`config.mk`:
```
export PLATFORM = sky130hd
export DESIGN_NAME = mem_stage
export DESIGN_NICKNAME = d
export VERILOG_FILES = /design/src/rtl/mem_stage_pkg.sv /design/src/rtl/load_extend.sv /design/src/rtl/mem_stage.sv
export SDC_FILE = /design/constraint.sdc
export NUM_CORES = 1
export LEC_CHECK = 0
export ABC_CLOCK_PERIOD_IN_PS = 4200
export BUFFER_PORTS_ARGS = -buffer_cell sky130_fd_sc_hd__buf_2
export CORE_MARGIN = 5
export CORE_UTILIZATION = 59
export DETAILED_ROUTE_END_ITERATION = 8
export PLACE_DENSITY = 0.85
export REMOVE_ABC_BUFFERS = 1
export SLEW_MARGIN = 20
export SYNTH_ARGS = -nofsm -noshare
export SYNTH_HDL_FRONTEND = slang
export SYNTH_SLANG_ARGS = --single-unit
export TNS_END_PERCENT = 100
```
`constraint.sdc`:
```
create_clock -name clock -period 4.2 [get_ports clock]
set_input_delay 0 -clock clock [delete_from_list [all_inputs] [get_ports clock]]
set_output_delay 0 -clock clock [all_outputs]
set_load 0.1 [all_outputs]
```
`src/rtl/mem_stage_pkg.sv`:
```
// Shared types and encodings for the byte-serial memory stage.
// Imported by mem_stage and load_extend.
package mem_stage_pkg;

  localparam logic [1:0] MEM_B = 2'd0;
  localparam logic [1:0] MEM_H = 2'd1;
  localparam logic [1:0] MEM_W = 2'd2;

  typedef enum logic {
    ST_IDLE = 1'b0,
    ST_BUSY = 1'b1
  } state_t;

  typedef struct packed {
    logic       is_store;
    logic [1:0] size;
    logic       uns;
  } mem_op_t;

  // Index of the final byte: 0 for B, 1 for H, 3 for W (size 3 acts as W)
  function automatic logic [1:0] last_idx(input logic [1:0] size);
    unique case (1'b1)
      size == MEM_B: last_idx = 2'd0;
      size == MEM_H: last_idx = 2'd1;
      default:       last_idx = 2'd3;
    endcase
  endfunction

endpackage

```
`src/rtl/load_extend.sv`:
```
// Assembles a little-endian load word and sign/zero extends it by size.
// Pure combinational; shared with future cache fill paths.
module load_extend
  import mem_stage_pkg::*;
#(
  parameter int XLEN = 32
) (
  input  logic [31:0]     word,
  input  logic [1:0]      size,
  input  logic            uns,
  output logic [XLEN-1:0] data
);

  logic sb;
  logic sh;

  assign sb = word[7] & ~uns;
  assign sh = word[15] & ~uns;

  // Select width and fill the upper bits
  always_comb begin
    data = XLEN'(word);
    unique case (1'b1)
      size == MEM_B: data = {{(XLEN-8){sb}}, word[7:0]};
      size == MEM_H: data = {{(XLEN-16){sh}}, word[15:0]};
      default:       data = XLEN'(word);
    endcase
  end

endmodule

```
`src/rtl/mem_stage.sv`:
```
// RISC-V memory stage: byte-serial loads/stores, ALU pass-through.
// MEM_ALIGN_CHECK_EN adds a misalign output and suppresses misaligned H/W.
module mem_stage
  import mem_stage_pkg::*;
#(
  parameter int XLEN       = 32,
  parameter int REG_ADDR_W = 5
) (
  input  logic                  clock,
  input  logic                  reset_n,
  input  logic                  in_valid,
  input  logic [3:0]            in_mem_op,
  input  logic                  in_unsigned,
  input  logic [XLEN-1:0]       in_addr,
  input  logic [XLEN-1:0]       in_store_data,
  input  logic                  in_rd_write,
  input  logic [REG_ADDR_W-1:0] in_rd_addr,
  output logic                  stall_req,
  output logic                  mem_req,
  output logic                  mem_we,
  output logic [XLEN-1:0]       mem_addr,
  output logic [7:0]            mem_wdata,
  input  logic [7:0]            mem_rdata,
  input  logic                  mem_done,
  output logic                  write,
  output logic [REG_ADDR_W-1:0] regw_addr,
  output logic [XLEN-1:0]       regw_data
`ifdef MEM_ALIGN_CHECK_EN
  ,
  output logic                  misalign
`endif
);

  state_t                state;
  mem_op_t               op;
  logic [1:0]            cnt;
  logic [3:0][7:0]       lbuf;
  logic [XLEN-1:0]       addr_q;
  logic [XLEN-1:0]       sdata_q;
  logic                  rdw_q;
  logic [REG_ADDR_W-1:0] rd_q;

  logic                  is_mem;
  logic                  is_store;
  logic [1:0]            size;
  logic                  mis_in;
  logic                  last_byte;
  logic [31:0]           word;
  logic [XLEN-1:0]       ld_data;

  assign is_mem    = in_mem_op[3];
  assign is_store  = in_mem_op[2];
  assign size      = in_mem_op[1:0];
  assign last_byte = mem_done && (cnt == last_idx(op.size));

`ifdef MEM_ALIGN_CHECK_EN
  assign mis_in = is_mem &&
    ((size == MEM_H && in_addr[0]) ||
     (size[1] && in_addr[1:0] != 2'b00));
`else
  assign mis_in = 1'b0;
`endif

  // Overlay the byte arriving now onto the bytes already buffered
  always_comb begin
    word = lbuf;
    word[8*cnt +: 8] = mem_rdata;
  end

  load_extend #(.XLEN(XLEN)) u_ext (
    .word (word),
    .size (op.size),
    .uns  (op.uns),
    .data (ld_data)
  );

  // Memory port and back-pressure follow the registered state
  always_comb begin
    mem_req   = 1'b0;
    mem_we    = 1'b0;
    mem_addr  = '0;
    mem_wdata = '0;
    stall_req = 1'b0;
    if (state == ST_BUSY) begin
      mem_req   = 1'b1;
      mem_we    = op.is_store;
      mem_addr  = addr_q + XLEN'(cnt);
      mem_wdata = sdata_q[8*cnt +: 8];
      stall_req = ~last_byte;
    end else begin
      stall_req = reset_n & in_valid & is_mem & ~mis_in;
    end
  end

  // Sequencer: accept, step bytes, write back
  always_ff @(posedge clock or negedge reset_n) begin
    if (!reset_n) begin
      state     <= ST_IDLE;
      op        <= '0;
      cnt       <= '0;
      lbuf      <= '0;
      addr_q    <= '0;
      sdata_q   <= '0;
      rdw_q     <= 1'b0;
      rd_q      <= '0;
      write     <= 1'b0;
      regw_addr <= '0;
      regw_data <= '0;
`ifdef MEM_ALIGN_CHECK_EN
      misalign  <= 1'b0;
`endif
    end else begin
      write <= 1'b0;
`ifdef MEM_ALIGN_CHECK_EN
      misalign <= 1'b0;
`endif
      unique case (state)
        ST_IDLE: begin
          if (in_valid) begin
            if (!is_mem) begin
              write     <= in_rd_write && (in_rd_addr != '0);
              regw_addr <= in_rd_addr;
              regw_data <= in_addr;
            end else if (mis_in) begin
`ifdef MEM_ALIGN_CHECK_EN
              misalign <= 1'b1;
`endif
            end else begin
              op.is_store <= is_store;
              op.size     <= size;
              op.uns      <= in_unsigned;
              addr_q      <= in_addr;
              sdata_q     <= in_store_data;
              rdw_q       <= in_rd_write;
              rd_q        <= in_rd_addr;
              cnt         <= '0;
              state       <= ST_BUSY;
            end
          end
        end
        ST_BUSY: begin
          if (mem_done) begin
            if (last_byte) begin
              state <= ST_IDLE;
              cnt   <= '0;
              if (!op.is_store) begin
                write     <= rdw_q && (rd_q != '0);
                regw_addr <= rd_q;
                regw_data <= ld_data;
              end
            end else begin
              lbuf[cnt] <= mem_rdata;
              cnt       <= cnt + 2'd1;
            end
          end
        end
        default: state <= ST_IDLE;
      endcase
    end
  end

endmodule

```
==> run_results.csv <==
group,metric,value,unit
outcome,status,"finished clean",
floorplanning,io_pins,168,
drt,route.vias.total,6331,
global_route,grt_pass1_vias,6660,
setup_path,crit_buf_inv,1,
clock_network,root_buffer,"clkbuf_16",
timing,slew_headroom,0.286,
logic_synthesis,ys_async_sr_fraction,1.00,
logic_synthesis,synth.mux.area_fraction,0.186,
logic_synthesis,synth-simple-area-share,0.130,
finish,diodes,0,
logic_synthesis,synth_xor_xnor_area_share,0.0321,
logic_synthesis,synth_edf_count,0,
setup_path,crit_type,"register to primary output",
logic_synthesis,syn_inst,649,
setup_path,crit_family,"simple AND/OR/NAND/NOR gates",
logic_synthesis,ys.warnings.count,0,
job,cap_violations,0,
placement,port_buffers,167,
floorplanning,die_y,124,um
setup_path,critical_path.max_stage_delay,0.67,ns
timing,finalCriticalPeriod,3.45,ns
drt,routed_via_density,5.90,
clock_network,htree_num_levels,4,
clock_network,cts_resized,0,
logic_synthesis,synth-seq-cells,147,
clock_network,clock-sinks,147,
drt,drc_errors,0,
global_route,grt_pass1_wl,34.4,mm
setup_path,cp_data_required_time,4.20,ns
floorplanning,core,0.0127,mm2
setup_path,crit_chain,"ha_1 -> a21oi_1 -> or3_1 -> or3_4 -> nor3_2 -> mux2i_1 -> buf_2",
setup_path,slowest_stage,"dfrtp_1",
setup_path,crit_path_start_kind,"register",
finish,final_net_count,983,
timing,hold_viol_final,0,
logic_synthesis,synth-adder-area-share,0.0141,
setup_path,crit_arrival,3.45,ns
timing,rsz0062_at_grt,"no",
finish,layout-drive-gt1-share,0.388,
worst_hold_path,hp-class,"input port to register",
floorplanning,die_x,124,um
logic_synthesis,avgSynthCellArea,11.8,um2
global_route,grt_antenna_before_repair,0,
timing,finalWorstSetupSlack,0.755,ns
timing,fin_crit_sh,0.820,
drt,first_iter_violations,480,
placement,dp.cells,957,
setup_path,end_kind,"primary output",
logic_synthesis,synth-main-ff-cell,"dfrtp_1",
timing,setup-tns-final,0,ns
drt,finalWirelength,21.7,mm
finish,stdcell_count,1073,
clock_network,cts_tree,"built",
floorplanning,start_util,0.602,
drt,first_pass_iters,5,
finish,fillers,748,
clock_network,cts.clk_slew.worst_paths,0.06,ns
finish,area_growth,31.6,%
drt,ant_nets,0,
floorplanning,core.rowCount,41,
drt,routedWlPerCell,20.2,um
global_route,grt.total_usage,0.293,
floorplanning,die_area,0.0153,mm2
logic_synthesis,synth_top_family_by_area,"multiplexers",
timing,fin_worst_skew,0.0115,ns
timing,hold_ws,0.0289,ns
global_route,grt_overflow,0,
clock_network,clk_path_buf_depth,2,
placement,globalplace.congestion,0.860,
setup_path,worst-path-max-fanout,17,
placement,place_ws,1.09,ns
timing,tightest_slew,1.07,ns
timing,slew_violations,0,
clock_network,cts_buffers,17,
global_route,grt_max_degree,96,
logic_synthesis,ys_types,70,
logic_synthesis,synth_area,0.00763,mm2
logic_synthesis,yosysSeqAreaShare,0.482,
logic_synthesis,synth-compound-area-share,0.119,
placement,post-dp-hpwl,13.6,mm
timing,timing.fmax,0.290,GHz
timing,setup_viol,0,
clock_network,clkLatencyLatePin,0.43,ns
clock_network,cts_setup_buffers,0,
## through the flow
step	instance area, um2	utilization
floorplan	7410	-
global placement	8530	0.673
detailed placement	8530	0.673
CTS	10000	0.792
global route	10000	0.792
finish	10000	0.792
## sequential cells by signal, summed over array words and instances (netlist names)
| register | count |
|---|---|
| cnt | 2 |
| rd_q | 5 |
| rdw_q | 1 |
| op | 4 |
| regw_data | 32 |
| sdata_q | 32 |
| write | 1 |
| regw_addr | 5 |
| state | 1 |
| lbuf | 32 |
| addr_q | 32 |
## kinds of logic after synthesis
group / Yosys count
adders and majority gates: 8
muxes: 119
AOI/OAI and AO/OA: 107
DFF: 147
xor gates and xnor gates: 28
and+or+nand+nor: 188
buffers and inverters: 52
## layout make-up
class,count,area (um2),area share
repair buffers,257,1730,0.172
well taps,172,215,0.0214
flip-flops and latches,147,3680,0.367
multi-input cells,450,3690,0.368
inverters,15,56.3,0.00561
clock buffers,24,522,0.0520
clock inverters,8,144,0.0143
## per-layer routing
layer,track usage,vias to the layer above,part of all wire
li1,-,2841,-
met2,0.507,295,0.50
met5,0,-,0
met4,0.110,0,0.028
met1,0.363,3136,0.39
met3,0.0609,59,0.076
## cells in the mapped netlist (2+ instances only)
library cell	instances	area, um2
nor2b_1	4	25.0
clkbuf_1	14	52.6
dfrtp_1	147	3680
inv_1	14	52.6
mux2_2	101	1140
or3_1	3	18.8
nand2_2	4	25.0
nor4_1	7	43.8
a22o_1	3	26.3
nand2_1	46	173
a221oi_2	7	105
or4_1	2	15.0
o2bb2ai_1	11	96.3
ha_1	7	87.6
o21ai_1	6	30.0
o31ai_2	8	100
a21oi_1	3	15.0
nand2b_1	3	18.8
a221o_1	7	70.1
xnor2_1	19	166
a22oi_1	11	82.6
nand4_1	4	25.0
and2_1	15	93.8
nor3_1	6	30.0
or3_4	2	22.5
nor3b_1	3	22.5
mux2_1	4	45.0
a21boi_0	2	15.0
a211oi_1	3	22.5
nand3b_1	2	15.0
mux2i_1	6	60.1
xor2_1	9	78.8
and4bb_2	2	25.0
buf_2	12	60.1
mux4_2	8	180
and4_1	2	17.5
buf_4	2	15.0
nand3_1	11	55.1
a21o_1	3	22.5
nor4_2	2	25.0
buf_6	8	90.1
and3_1	3	18.8
a221oi_1	7	61.3
nor2_1	57	214
o21ai_0	24	120
## worst paths after layout
kind	slack (ns)	from	depth (start not counted)	end
worst max-delay path	0.75	cnt[1]	7	mem_addr[31]
worst max register to register	1.04	cnt[1]	7	regw_data[22]
worst min-delay path	0.03	in_valid	4	write
max in group asynchronous	2.76	reset_n	3	addr_q[3]
worst min register to register	0.48	regw_addr[1]	2	regw_addr[1]
min in group asynchronous	0.23	reset_n	2	rd_q[4]
## tightest hold or removal path, stage by stage
cell and delay [ns]:
buf_2 0.13, nor4bb_1 0.14, o21ai_0 0.06, o21ai_0 0.08
## what timing repair did
item,4_1_cts,5_1_grt
hold buffers,84,0
endpoints found under the setup margin,0,0
endpoints found under the hold margin,231,0
## layout by cell type (no fill, tap or decap), drive strengths merged, types with 5 or more instances in the layout
cell type,netlist,final
buf,23,173
xnor2,19,19
a22oi,11,11
and2,15,15
mux2,105,105
a221oi,14,14
xor2,9,9
clkbuf,14,24
clkinv,1,5
o2bb2ai,11,11
dfrtp,147,147
a221o,7,7
mux2i,6,6
nand3,12,12
nor3,7,7
nor4,9,9
o21ai,31,31
mux4,8,8
o31ai,8,8
ha,7,7
nand2,50,50
inv,14,14
nand4,5,5
dlygate4sd3,0,84
nor2,57,57
or3,5,5
Power is not shown: default switching activity piles up to over one toggle a cycle in this logic, so the estimate is an artifact.
